## config.mk

```make
export PLATFORM = sky130hd
export DESIGN_NAME = uart_alu_ctrl
export DESIGN_NICKNAME = d
export VERILOG_FILES = /design/src/rtl/uart_alu_ctrl.sv
export SDC_FILE = /design/constraint.sdc
export NUM_CORES = 1
export LEC_CHECK = 0
export ABC_AREA = 1
export CORE_MARGIN = 1.5
export CORE_UTILIZATION = 40
export CTS_BUF_LIST = sky130_fd_sc_hd__clkbuf_8
export CTS_CLUSTER_SIZE = 10
export DETAILED_ROUTE_END_ITERATION = 6
export PLACE_DENSITY = 0.81
export RECOVER_POWER = 50
export SKIP_CTS_REPAIR_TIMING = 1
export SYNTH_ARGS = -nofsm -noshare
export SYNTH_HDL_FRONTEND = slang
export SYNTH_SLANG_ARGS = --single-unit
```

## constraint.sdc

```tcl
create_clock -name i_clk -period 1.6 [get_ports i_clk]
set_input_delay 0.32 -clock i_clk [delete_from_list [all_inputs] [get_ports i_clk]]
set_output_delay 0.32 -clock i_clk [all_outputs]
set_load 0.03 [all_outputs]
```

## src/rtl/uart_alu_ctrl.sv

```systemverilog
// uart_alu_ctrl: sequences received bytes (A, B, opcode) into an ALU and transmits the result
// Ports:
//   i_clk, i_reset            clock, synchronous active-high reset
//   i_tick                    baud tick that drives the inter-byte timeout
//   i_rx_data, i_rx_valid     received byte and its 1-cycle strobe
//   i_alu_result              combinational ALU result of o_alu_a/o_alu_b/o_alu_op
//   i_tx_done                 transmitter finished the byte
//   o_alu_a, o_alu_b, o_alu_op  registered frame driving the ALU
//   o_tx_data, o_tx_start     result byte and its 1-cycle start pulse
//   o_busy                    frame or transmit in progress
//   o_err                     frame dropped (timeout or illegal opcode)
//   o_overrun                 byte dropped while executing/transmitting
module uart_alu_ctrl #(
    parameter int NB_DATA       = 8,
    parameter int NB_OP         = 6,
    parameter int TIMEOUT_TICKS = 2048
) (
    input  logic               i_clk,
    input  logic               i_reset,
    input  logic               i_tick,
    input  logic [NB_DATA-1:0] i_rx_data,
    input  logic               i_rx_valid,
    input  logic [NB_DATA-1:0] i_alu_result,
    input  logic               i_tx_done,
    output logic [NB_DATA-1:0] o_alu_a,
    output logic [NB_DATA-1:0] o_alu_b,
    output logic [NB_OP-1:0]   o_alu_op,
    output logic [NB_DATA-1:0] o_tx_data,
    output logic               o_tx_start,
    output logic               o_busy,
    output logic               o_err,
    output logic               o_overrun
);
    localparam int NB_CNT = $clog2(TIMEOUT_TICKS);
    localparam logic [NB_CNT-1:0] CNT_MAX = NB_CNT'(TIMEOUT_TICKS - 1);

    typedef enum logic [2:0] {IDLE, GET_B, GET_OP, EXEC, WAIT_TX} state_t;

    state_t             state, state_n;
    logic [NB_CNT-1:0]  cnt, cnt_n;
    logic [NB_DATA-1:0] a_n, b_n, tx_data_n;
    logic [NB_OP-1:0]   op_n, opcode;
    logic               start_n, err_n, overrun_n, legal, expire;

    assign opcode = i_rx_data[NB_OP-1:0];
    assign legal  = opcode inside {6'h20, 6'h22, 6'h24, 6'h25, 6'h26, 6'h27, 6'h03, 6'h02};
    // a received byte takes priority over a tick expiring in the same cycle
    assign expire = i_tick && cnt == CNT_MAX;

    always_ff @(posedge i_clk) begin
        if (i_reset) begin
            state      <= IDLE;
            cnt        <= '0;
            o_alu_a    <= '0;
            o_alu_b    <= '0;
            o_alu_op   <= '0;
            o_tx_data  <= '0;
            o_tx_start <= 1'b0;
            o_busy     <= 1'b0;
            o_err      <= 1'b0;
            o_overrun  <= 1'b0;
        end else begin
            state      <= state_n;
            cnt        <= cnt_n;
            o_alu_a    <= a_n;
            o_alu_b    <= b_n;
            o_alu_op   <= op_n;
            o_tx_data  <= tx_data_n;
            o_tx_start <= start_n;
            o_busy     <= state_n != IDLE;
            o_err      <= err_n;
            o_overrun  <= overrun_n;
        end
    end

    always_comb begin
        state_n   = state;
        cnt_n     = cnt;
        a_n       = o_alu_a;
        b_n       = o_alu_b;
        op_n      = o_alu_op;
        tx_data_n = o_tx_data;
        start_n   = 1'b0;
        err_n     = 1'b0;
        overrun_n = 1'b0;
        case (state)
            IDLE: begin
                cnt_n = '0;
                if (i_rx_valid) begin
                    a_n     = i_rx_data;
                    state_n = GET_B;
                end
            end
            GET_B, GET_OP: begin
                if (i_rx_valid) begin
                    cnt_n = '0;
                    if (state == GET_B) begin
                        b_n     = i_rx_data;
                        state_n = GET_OP;
                    end else if (legal) begin
                        op_n    = opcode;
                        state_n = EXEC;
                    end else begin
                        err_n   = 1'b1;
                        state_n = IDLE;
                    end
                end else if (expire) begin
                    cnt_n   = '0;
                    err_n   = 1'b1;
                    state_n = IDLE;
                end else if (i_tick) begin
                    cnt_n = cnt + 1'b1;
                end
            end
            EXEC: begin
                tx_data_n = i_alu_result;
                start_n   = 1'b1;
                overrun_n = i_rx_valid;
                state_n   = WAIT_TX;
            end
            WAIT_TX: begin
                overrun_n = i_rx_valid;
                state_n   = i_tx_done ? IDLE : WAIT_TX;
            end
            default: state_n = IDLE;
        endcase
    end
endmodule
```

== Word-level counts from Yosys, hierarchy flattened ==
Index checks and enable logic that the tools add are counted.

* Register bits after elaboration: 48
* Bits in latches: 0
* RAM bits: 0
* Bits in read-only memories: 0
* Bits of input ports: 21
* Memories: 0

* Add/subtract/negate cells: 1
* Multiply operators: 0
* Div/mod/pow operators: 0
* $lt $le $gt $ge: 0
* Equal/unequal tests: 14
* Shift operators: 0
* Multiplexer cells: 16
* Bitwise logic cells: 3
* Reduce and logical (&&, ||, !) cells: 13

{| class="wikitable"
|+ Operator list
! kind !! count
|-
| $eq 6x6->1 const B || 6
|-
| $mux 11 || 3
|-
| $pmux 11 s2 || 1
|-
| $eq 6x2->1 const B || 2
|-
| $mux 3 || 4
|-
| $pmux 3 s4 || 1
|-
| $add 11x1->11 const B || 1
|-
| $eq 11x11->1 const B || 1
|-
| $reduce_bool 8->1 || 1
|-
| $reduce_or 2->1 || 4
|-
| $eq 3x2->1 const B || 2
|-
| $mux 1 || 5
|-
| $mux 2 || 2
|-
| $ne 4x4->1 const B || 1
|-
| $reduce_and 2->1 || 2
|-
| $reduce_and 4->1 || 1
|-
| $eq 3x1->1 const B || 1
|-
| $eq 3x3->1 const B || 1
|-
| $logic_not 3->1 || 1
|-
| $not 1->1 || 3
|-
| $reduce_and 3->1 || 1
|-
| $reduce_bool 3->1 || 1
|-
| $reduce_bool 2->1 || 1
|-
| $logic_and 1x1->1 || 1
|}

== Depth between registers and ports, before layout ==
Gate-level depths: netlist (run 1).

* Depth in word-level cells: 7
* Gate-level depth with buffers: 9
* Mapped depth without buffers: 9

== Least setup slack after synthesis (run 1) ==
Ideal clock, no wire load.

* Path type: register -> register
* From: register cnt[0]
* To: register cnt[5]
* Library setup time: 73 ps
* Data arrival time: 1223 ps
* Data required time: 1527 ps
* Slack: 304 ps
* Stages on the path, launching flop included: 9
* Path buffers: 0
* Period minus slack after synthesis: 1296 ps
* Path through: dfxtp_1 -> ha_1 -> nand3_1 -> inv_2 -> nand3_1 -> nand2_1 -> nand2_1 -> nand2_2 -> nor3b_2

* Cells in the longest elaborated chain, start to end: 5
* Elaborated cells between the ends (all ways): 9

{| class="wikitable"
|+ RTL lines
! element !! RTL line !! source
|-
| start, declared || 40 || <nowiki>logic [NB_CNT-1:0] cnt, cnt_n;</nowiki>
|-
| start signal, assigned || 64 || <nowiki>cnt <= cnt_n;</nowiki>
|-
| $add 11x1->11 or $eq 11x11->1 (tied branches) || 112, 48 ||
|-
| $mux 11 or $logic_and 1x1->1 (tied branches) || 111, 48 ||
|-
| $mux 11 || 107 || <nowiki>end else if (expire) begin</nowiki>
|-
| $mux 11 || 95 || <nowiki>if (i_rx_valid) begin</nowiki>
|-
| $pmux 11 s2 || 86 || <nowiki>case (state)</nowiki>
|}

Several ways; a longest one is shown, not always the timed one. The select of a mux whose other input is x is not followed.
A chain may end at the register's enable or synchronous reset.

== Worst setup path after layout (run 1) ==
* From: input port i_rx_valid
* To: register cnt[3]

* Cells in the longest elaborated chain, start to end: 2
* Elaborated cells between the ends (all ways): 4

{| class="wikitable"
|+ RTL lines
! element !! RTL line !! source
|-
| start, declared || 22 || <nowiki>input logic i_rx_valid,</nowiki>
|-
| $ne 4x4->1 (no source line) or $mux 11 (tied branches) || -- ||
|-
| $reduce_and 2->1 (no source line) or $pmux 11 s2 (tied branches) || -- ||
|}

Several ways; a longest one is shown, not always the timed one.

==> results of run 1 <==
[power breakdown]
group / total (uW) / switching, uW / internal (uW)
logic: 345 / 206 / 138
clock network: 1190 / 407 / 781
registers: 1260 / 21.7 / 1230
total: 2790 / 635 / 2150
[cell usage in the layout, fill, tap and decap left out, drive strengths merged]
master,n
o21ai,31
dlymetal6s2s,3
clkinv,2
nand3b,1
or2,1
nor3b,2
clkdlybuf4s50,20
a31oi,2
ha,1
o31ai,1
a2111oi,1
xor2,1
nor2,61
nor3,5
nand3,13
inv,28
bufinv,3
nand2,28
nand4,5
buf,27
dfxtp,48
o21bai,1
a21oi,18
clkbuf,36
[registers in the layout (all words and copies together), names as in the netlist]
name and cells:
o_alu_a 8, o_err 1, o_tx_data 8, o_busy 1
state 3, o_tx_start 1, cnt 11, o_alu_b 8
o_alu_op 6, o_overrun 1
[through the flow]
stage | instances | util (%) | total power [uW] | setup slack (ps)
after global routing | 393 | 58.1 | 2890 | -13.9
after global placement | 381 | 57.8 | 1650 | -225
final | 393 | 58.1 | 2790 | 106
after CTS | 389 | 61.1 | 2830 | -67.8
after detailed placement | 381 | 57.8 | 1650 | -272
after floorplan | 255 | - | 1460 | 304
[worst max-delay path, cell delays in order]
cell and delay (ps):
sky130_fd_sc_hd__clkdlybuf4s50_1 500, sky130_fd_sc_hd__buf_4 190, sky130_fd_sc_hd__nor3_4 190, sky130_fd_sc_hd__nand2_1 100, sky130_fd_sc_hd__nand2_1 130, sky130_fd_sc_hd__nand2_4 110, sky130_fd_sc_hd__nor3b_2 190
[metal layers]
metal	up-vias	track usage, %	wire, um
met2	65	33.0	2420
met4	0	8.18	56
met1	892	23.7	2210
met3	6	5.39	321
met5	-	0	0
li1	991	-	-
[worst paths after layout]
check / start / endpoint / slack [ps] / depth (start not counted)
min: o_alu_op[3] / o_alu_op[3] / 450 / 2
min reg2reg: o_alu_op[3] / o_alu_op[3] / 450 / 2
max: i_rx_valid / cnt[3] / 110 / 7
max reg2reg: cnt[1] / cnt[9] / 150 / 8
[cell families (layout without fill, tap and decap cells)]
family,count (synthesis),in the layout,share of synthesized area (%)
fa+ha+maj,1,1,0.644
compound gates,53,54,14.9
flops,48,48,49.5
buf+inv,36,119,7.47
xor+xnor,1,1,0.451
simple gates,116,116,27.0
[cell type report]
type                    count  share of cell area, %
flip-flops and latches     48                   35.3
clock inverters             3                   3.30
repair buffers             81                   20.9
multi-input cells         172                   31.4
well taps                  54                   2.48
clock buffers               5                   2.52
inverters                  30                   4.13
==> results.py, run 1 <==
metrics = {
    "worst_hold_path": {
        "hold_path_class": "flip-flop to flip-flop",
    },
    "floorplan": {
        "num_rows": 25,
        "die_width_um": 72.7,
        "die_area_um2": 5280,
        "die_y_um": 72.7,
        "core-area_um2": 4690,
        "initial_utilization_pct": 41.4,
        "top_ports": 55,
    },
    "detailed_routing": {
        "vias_per_cell": 4.97,
        "drt.antenna.violating_nets": 0,
        "drt-wirelength-per-cell_um": 12.7,
        "total_iterations_of_the_first_detailed_routing_run": 4,
        "vias": 1954,
        "dr.first_iter.drc_count": 81,
        "route.final.wire_length_um": 5010,
        "remaining_drc_errors": 0,
    },
    "placement": {
        "portBuffers": 54,
        "hpwl_um": 3530,
        "globalplace.congestion": 0.873,
        "placedInstanceArea_um2": 2710,
    },
    "global_route": {
        "grtUsageTotal_pct": 19.7,
        "number_of_antenna_violations_at_the_first_check_in_global_routing": 0,
        "maximum_number_of_pins_on_one_net_before_global_route_repair": 22,
        "first_global_vias": 1879,
        "grt_pass1_wl_um": 8130,
        "grt_overflow": 0,
    },
    "logic_synthesis": {
        "synth_seq_cells": 48,
        "async_set_or_reset_register_ratio_after_synthesis_pct": 0,
        "synth_enable_flop_cells": 0,
        "post-synth-top-count-cell": "sky130_fd_sc_hd__nor2_1",
        "seq_area_frac_synth_pct": 49.5,
        "netlist_top_cells_count": "58 x sky130_fd_sc_hd__nor2_1, 48 x sky130_fd_sc_hd__dfxtp_1, 25 x sky130_fd_sc_hd__nand2_1",
        "syn_inst": 255,
        "synth_area_leader_cell": "sky130_fd_sc_hd__dfxtp_1",
        "syn_area_um2": 1940,
        "post_synth_main_area_contributors": "sky130_fd_sc_hd__dfxtp_1 49%, sky130_fd_sc_hd__nor2_1 11%, sky130_fd_sc_hd__o21ai_0 5.4%",
        "yosys_warning_count": 0,
        "postSynth.topFlopCell": "sky130_fd_sc_hd__dfxtp_1",
        "postSynthAreaPerCell_um2": 7.62,
        "yosysUniqueCellTypes": 27,
        "mappedNetlistNets": 277,
        "synthDominantCellAreaShare_pct": 49.5,
    },
    "sta": {
        "timing.final.hold_violations": 0,
        "timing.final.max_slew_violations": 0,
        "setup_viol": 0,
        "final.setup.tns_ps": 0,
        "worst_skew_ps": 7.10,
        "clock.fmax_mhz": 669,
        "max_slew.worst_pin.slew_ps": 410,
        "period_minus_slack_ps": 1490,
        "worst_slew_margin_rel_pct": 71.9,
        "hold_ws_ps": 450,
        "final.period_utilization_pct": 93.4,
    },
    "cts": {
        "clock_sink_total": 48,
        "clock_slew_seen_by_the_registers_of_the_worst_setup_and_hold_paths_ps": 90,
        "clock_tree.htree_level_count": 2,
        "bufs_on_longest_clock_path": 2,
        "cts_root_buffer": "sky130_fd_sc_hd__clkbuf_8",
        "clk-insertion-delay-late_ps": 300,
        "cts_made_buffers": 5,
        "tritoncts": "yes",
    },
    "finish": {
        "finalNetCount": 360,
        "layout_cell_share_with_drive_strength_beyond_1_pct": 15.3,
        "n_fill_cell": 448,
        "sequential_cell_area_um2": 962,
        "multiInputGateArea_um2": 857,
        "areaGrowthSynthToFinish_pct": 40.5,
        "diodes": 0,
        "stdcell_area_um2": 2730,
    },
    "worst_setup_path": {
        "cp.required_ps": 1830,
        "startpoint_type": "input pin",
        "worstPathArrival_ps": 1730,
        "category_of_the_critical_setup_timing_path": "input pin to flip-flop",
        "largest_fanout_on_the_critical_path": 7,
        "endpoint_kind": "flip-flop",
    },
    "power_and_ir_drop": {
        "vdd.ir_drop.worst_mv": 0.586,
        "pwr_density_cell_nw_per_um2": 1020,
        "power.leakage_uw": 0.00119,
    },
    "job": {
        "maxCapViolations": 0,
    },
    "outcome": {
        "status": "finished, final reports clean",
    },
}
Power figures use the tool's default switching activity.
==> run 2: changes to the inputs <==
--- a/config.mk
+++ b/config.mk
@@ -5,13 +5,12 @@
 export SDC_FILE = /design/constraint.sdc
 export NUM_CORES = 1
 export LEC_CHECK = 0
-export ABC_AREA = 1
 export CORE_MARGIN = 1.5
 export CORE_UTILIZATION = 40
 export CTS_BUF_LIST = sky130_fd_sc_hd__clkbuf_8
 export CTS_CLUSTER_SIZE = 10
 export DETAILED_ROUTE_END_ITERATION = 6
-export PLACE_DENSITY = 0.81
+export PLACE_DENSITY = 0.8
 export RECOVER_POWER = 50
 export SKIP_CTS_REPAIR_TIMING = 1
 export SYNTH_ARGS = -nofsm -noshare
==> run 2 against run 1 <==
Net effect: the flow now finishes with violations (setup timing); total power down 17%; combinational power up 12%; synthesized area up 4.3%; sequential share of layout area down 1.6 points; sequential power about the same; synthesized cell count down 7.5%; flip-flop and latch count unchanged; final cell count up 1.3%; worst hold slack worse by 48 ps; critical path depth unchanged; wire length down 0.60%; critical endpoint is now cnt[6]; highest routed layer unchanged.
==> results.py, run 2 <==
metrics = {
    "outcome": {
        "status": "complete, but fails checks",
        "violations_in_the_final_reports": "setup timing",
    },
    "logic_synthesis": {
        "postSynthAreaPerCell_um2": 8.58,
        "async_set_or_reset_register_ratio_after_synthesis_pct": 0,
        "synth_area_leader_cell": "sky130_fd_sc_hd__dfxtp_1",
        "synth_seq_cells": 48,
        "post_synth_main_area_contributors": "sky130_fd_sc_hd__dfxtp_1 47%, sky130_fd_sc_hd__nand2_1 8.9%, sky130_fd_sc_hd__a21oi_1 7.2%",
        "synthDominantCellAreaShare_pct": 47.5,
        "seq_area_frac_synth_pct": 47.5,
        "netlist_top_cells_count": "48 x sky130_fd_sc_hd__dfxtp_1, 48 x sky130_fd_sc_hd__nand2_1, 29 x sky130_fd_sc_hd__a21oi_1",
        "syn_inst": 236,
        "yosysUniqueCellTypes": 45,
        "yosys_warning_count": 0,
        "mappedNetlistNets": 258,
        "syn_area_um2": 2020,
        "synth_enable_flop_cells": 0,
        "postSynth.topFlopCell": "sky130_fd_sc_hd__dfxtp_1",
    },
    "floorplan": {
        "top_ports": 55,
        "die_y_um": 74.1,
        "die_area_um2": 5500,
        "core-area_um2": 4790,
        "num_rows": 25,
        "die_width_um": 74.1,
        "initial_utilization_pct": 42.3,
    },
    "sta": {
        "hold_ws_ps": 402,
        "worst_skew_ps": 10.1,
        "clock.fmax_mhz": 546,
        "worst_slew_margin_rel_pct": 75.0,
        "setup_viol": 11,
        "grt_setup_unrepaired": "yes",
        "timing.final.max_slew_violations": 0,
        "final_critical_path_setup_slack_ps": -232,
        "max_slew.worst_pin.slew_ps": 370,
        "period_minus_slack_ps": 1830,
        "final.period_utilization_pct": 115,
        "timing.final.hold_violations": 0,
    },
    "cts": {
        "clock_slew_seen_by_the_registers_of_the_worst_setup_and_hold_paths_ps": 90,
        "cts_root_buffer": "sky130_fd_sc_hd__clkbuf_8",
        "cts_made_buffers": 5,
        "tritoncts": "yes",
        "clock_sink_total": 48,
        "clock_tree.htree_level_count": 2,
        "bufs_on_longest_clock_path": 2,
        "clk-insertion-delay-late_ps": 290,
    },
    "placement": {
        "hpwl_um": 3660,
        "portBuffers": 54,
        "dpl_worst_slack_ps": -497,
        "globalplace.congestion": 0.825,
    },
    "worst_setup_path": {
        "cp.required_ps": 1780,
        "worst-r2r-setup-slack_ps": -230,
        "endpoint_kind": "flip-flop",
        "reg2reg_from": "cnt[0]",
        "startpoint_type": "flip-flop",
        "destination_of_the_worst_register_to_register_timing_path": "cnt[6]",
        "largest_fanout_on_the_critical_path": 3,
        "worstPathArrival_ps": 2010,
        "reg2reg_depth": 7,
        "category_of_the_critical_setup_timing_path": "flip-flop to flip-flop",
    },
    "finish": {
        "layout.cells.most_common": "sky130_fd_sc_hd__nand2_1",
        "diodes": 0,
        "largest-register": "cnt",
        "areaGrowthSynthToFinish_pct": 42.9,
        "layout_common_cells": "48 x sky130_fd_sc_hd__nand2_1, 47 x sky130_fd_sc_hd__buf_4, 41 x sky130_fd_sc_hd__dfxtp_1",
        "post_route_core_utilization_pct": 60.4,
        "finalNetCount": 353,
        "largest_register_ff_count": 11,
        "layout_cell_share_with_drive_strength_beyond_1_pct": 23.6,
    },
    "power_and_ir_drop": {
        "share_comb_of_total_power_pct": 16.8,
        "pwr_density_cell_nw_per_um2": 797,
        "switching_power_uw": 614,
        "sw_frac_of_total_pct": 26.6,
        "seq_power_share_pct": 54.2,
        "clkPwrFrac_pct": 29.0,
        "vdd.ir_drop.worst_mv": 0.455,
        "power.leakage_uw": 0.00117,
        "internal_power_uw": 1690,
    },
    "global_route": {
        "maximum_number_of_pins_on_one_net_before_global_route_repair": 17,
        "grtUsageTotal_pct": 17.8,
        "first_global_vias": 1754,
        "number_of_antenna_violations_at_the_first_check_in_global_routing": 0,
        "grt_pass1_wl_um": 7670,
        "grt_overflow": 0,
    },
    "detailed_routing": {
        "total_iterations_of_the_first_detailed_routing_run": 4,
        "vias_per_cell": 4.89,
        "route.final.wire_length_um": 4980,
        "remaining_drc_errors": 0,
        "drt-wirelength-per-cell_um": 12.5,
        "dr.first_iter.drc_count": 110,
        "vias": 1948,
        "drt.antenna.violating_nets": 0,
    },
    "job": {
        "maxCapViolations": 0,
    },
    "worst_hold_path": {
        "holdPathStages": 3,
        "timing.hold.worst_endpoint": "o_alu_op[5]",
        "worstHoldStart": "i_rx_data[5]",
        "hold_path_class": "input pin to flip-flop",
    },
}
[run 2: cell type report]
class / instances / area [um2]
Fill cell: 456 / 1890
Multi-Input combinational cell: 169 / 1030
Sequential cell: 48 / 975
Timing Repair Buffer: 102 / 702
Tap cell: 67 / 83.8
Clock buffer: 5 / 68.8
Inverter: 5 / 18.8
Clock inverter: 2 / 12.5
[run 2: kinds of logic after synthesis]
family                   synth area share (%)
flip-flops                               47.5
AO/OA/AOI/OAI                            14.6
adder cells (fa/ha/maj)                 0.618
XOR/XNOR                                 3.46
AND/OR/NAND/NOR                          27.2
buffers and inverters                    4.20
multiplexers                             2.47
[run 2: worst max path at each step]
stage	depth (start not counted)	from	end	slack (ps)
after floorplan	5	cnt[4]	cnt[6]	-150
after global placement	5	i_tick	o_busy	-430
after detailed placement	5	i_tick	o_busy	-500
after CTS	5	cnt[0]	o_busy	-240
after global routing	5	cnt[1]	o_busy	-290
final	7	cnt[0]	cnt[6]	-230
[run 2: metal layers]
metal / GRT usage, % / part of all wire, % / up-vias / routed length, um
met5: 0 / 0 / - / 0
met4: 5.56 / 1.6 / 0 / 79
met3: 3.79 / 3.9 / 6 / 196
met2: 31.3 / 49 / 49 / 2460
met1: 21.8 / 45 / 896 / 2240
li1: - / - / 997 / -
[run 2: critical path: stages, from the launching register on]
cell	delay (ps)
sky130_fd_sc_hd__dfxtp_2	370
sky130_fd_sc_hd__ha_4	150
sky130_fd_sc_hd__nand3_2	60
sky130_fd_sc_hd__or4_4	500
sky130_fd_sc_hd__buf_4	160
sky130_fd_sc_hd__a21oi_4	140
sky130_fd_sc_hd__a211oi_1	70
sky130_fd_sc_hd__a311o_1	280
[run 2: stage by stage]
step / std cells / total power [uW] / cell area, um2 / TNS [ps]
final: 398 / 2300 / 2890 / -1320
after global routing: 398 / 2420 / 2890 / -2210
after CTS: 395 / 2350 / 3020 / -2490
after detailed placement: 388 / 1690 / 2940 / -10700
after global placement: 388 / 1680 / 2940 / -9920
after floorplan: 236 / 1470 / 2050 / -263
[run 2: power by group through the flow]
stage | sequential (uW) | clock [uW] | combinational, uW
after detailed placement | 1280 | 0 | 411
after global routing | 1250 | 742 | 423
final | 1250 | 669 | 388
after CTS | 1250 | 689 | 413
after floorplan | 1330 | 0 | 147
after global placement | 1280 | 0 | 404
==> run 3: changes to the inputs <==
--- a/config.mk
+++ b/config.mk
@@ -5,7 +5,7 @@
 export SDC_FILE = /design/constraint.sdc
 export NUM_CORES = 1
 export LEC_CHECK = 0
-export CORE_MARGIN = 1.5
+export ABC_CLOCK_PERIOD_IN_PS = 1600
 export CORE_UTILIZATION = 40
 export CTS_BUF_LIST = sky130_fd_sc_hd__clkbuf_8
 export CTS_CLUSTER_SIZE = 10
==> run 3 against run 2 <==
Net effect: via count rose by 4.7%; die area fell by 2.7%; combinational power rose by 13%; total power rose by 17%; global-route usage rose by 3.5 points; the flow still finishes with violations (setup timing).
==> results.py, run 3 (synthesis results as in run 2) <==
metrics = {
    "worst_hold_path": {
        "hold_path_class": "input pin to flip-flop",
        "worstHoldStart": "i_rx_data[2]",
    },
    "finish": {
        "final-instance-count-excl-fill": 402,
        "layout_common_cells": "48 x sky130_fd_sc_hd__nand2_1, 48 x sky130_fd_sc_hd__buf_4, 40 x sky130_fd_sc_hd__dfxtp_1",
        "post_route_core_utilization_pct": 64.5,
        "finalNetCount": 357,
        "areaGrowthSynthToFinish_pct": 52.5,
        "stdcell_area_um2": 3090,
        "largest_register_ff_count": 11,
        "largest-register": "cnt",
        "diodes": 0,
        "layout_cell_share_with_drive_strength_beyond_1_pct": 29.0,
    },
    "worst_setup_path": {
        "cp.required_ps": 1770,
        "worstPathArrival_ps": 1970,
        "reg2reg_from": "cnt[6]",
        "endpoint_kind": "flip-flop",
        "largest_fanout_on_the_critical_path": 3,
        "startpoint": "i_tick",
        "category_of_the_critical_setup_timing_path": "input pin to flip-flop",
        "startpoint_type": "input pin",
    },
    "cts": {
        "clk-insertion-delay-late_ps": 300,
        "cts_root_buffer": "sky130_fd_sc_hd__clkbuf_8",
        "cts_made_buffers": 5,
        "bufs_on_longest_clock_path": 2,
        "tritoncts": "yes",
        "clock_slew_seen_by_the_registers_of_the_worst_setup_and_hold_paths_ps": 90,
        "clock_sink_total": 48,
        "clock_tree.htree_level_count": 2,
    },
    "sta": {
        "timing.final.max_slew_violations": 0,
        "max_slew.worst_pin.slew_ps": 398,
        "worst_skew_ps": 9.48,
        "setup_viol": 11,
        "timing.final.hold_violations": 0,
        "final.period_utilization_pct": 112,
        "final_critical_path_setup_slack_ps": -198,
        "clock.fmax_mhz": 556,
        "grt_setup_unrepaired": "yes",
        "final.setup.tns_ps": -815,
        "worst_slew_margin_rel_pct": 73.2,
        "period_minus_slack_ps": 1800,
    },
    "global_route": {
        "grt_overflow": 0,
        "number_of_antenna_violations_at_the_first_check_in_global_routing": 0,
        "first_global_vias": 1949,
        "grtUsageTotal_pct": 21.4,
        "grt_pass1_wl_um": 8800,
        "maximum_number_of_pins_on_one_net_before_global_route_repair": 20,
    },
    "placement": {
        "count_of_placed_standard_cells_including_taps": 391,
        "hpwl_um": 3910,
        "portBuffers": 54,
        "placedInstanceArea_um2": 2970,
        "globalplace.congestion": 0.836,
    },
    "detailed_routing": {
        "route.final.wire_length_um": 5870,
        "vias": 2039,
        "drt.antenna.violating_nets": 0,
        "remaining_drc_errors": 0,
        "drt-wirelength-per-cell_um": 14.6,
        "dr.first_iter.drc_count": 123,
        "vias_per_cell": 5.07,
        "total_iterations_of_the_first_detailed_routing_run": 4,
    },
    "job": {
        "maxCapViolations": 0,
    },
    "floorplan": {
        "initial_utilization_pct": 42.3,
        "core-area_um2": 4790,
        "die_area_um2": 5350,
        "die_width_um": 73.1,
        "top_ports": 55,
        "num_rows": 25,
        "die_y_um": 73.1,
    },
    "outcome": {
        "violations_in_the_final_reports": "setup timing",
        "status": "complete, but fails checks",
    },
    "power_and_ir_drop": {
        "power.leakage_uw": 0.00125,
        "vdd.ir_drop.worst_mv": 0.425,
        "pwr_density_cell_nw_per_um2": 874,
    },
}
==> run 3: cell types whose count changed in the layout (fill, tap and decap cells not counted), sizes merged <==
cell           before  now
buf                47   52
dlymetal6s2s        4    6
clkbuf             39   38
clkinv              1    0
clkinvlp            1    0
clkdlybuf4s50      17   15
bufinv              0    2
==> run 3: worst max-delay path, stage by stage <==
cell                              delay (ps)
sky130_fd_sc_hd__clkdlybuf4s50_1         480
sky130_fd_sc_hd__nand3_1                 110
sky130_fd_sc_hd__or4_4                   460
sky130_fd_sc_hd__o211ai_1                230
sky130_fd_sc_hd__or3b_1                  370
==> run 3: power by group <==
group	switching, uW	internal (uW)	leakage [uW]	total [uW]
combinational	243	193	0.000788	437
sequential	23.0	1230	0.000393	1250
clock	396	615	0.0000642	1010
==> run 3: path summary, 6_finish.rpt <==
path	endpoint	slack, ps	depth (start not counted)
setup / recovery	o_busy	-200	5
hold reg to reg	o_alu_b[5]	460	2
setup reg to reg	o_busy	-200	4
hold / removal	o_alu_op[2]	390	3
==> run 3: routing by layer <==
metal,wire length [um],vias to the layer above,GRT usage (%)
li1,-,998,-
met1,2590,974,26.4
met2,2950,57,36.6
met3,246,10,3.87
met4,78,0,8.71
met5,0,-,0
==> run 3: final cells by class <==
cell class	count	area, um2
fillers	400	1700
well taps	67	83.8
inverters	5	18.8
flip-flops and latches	48	976
clock buffers	5	68.8
repair buffers	106	758
multi-input cells	169	1120
clock inverters	2	60.1
==> run 3: stage by stage <==
step,setup slack (ps),hold slack [ps],power [uW]
after floorplan,-151,436,1470
after global placement,-449,442,1680
after detailed placement,-519,448,1690
after CTS,-229,460,2690
after global routing,-299,420,2790
final,-198,385,2700
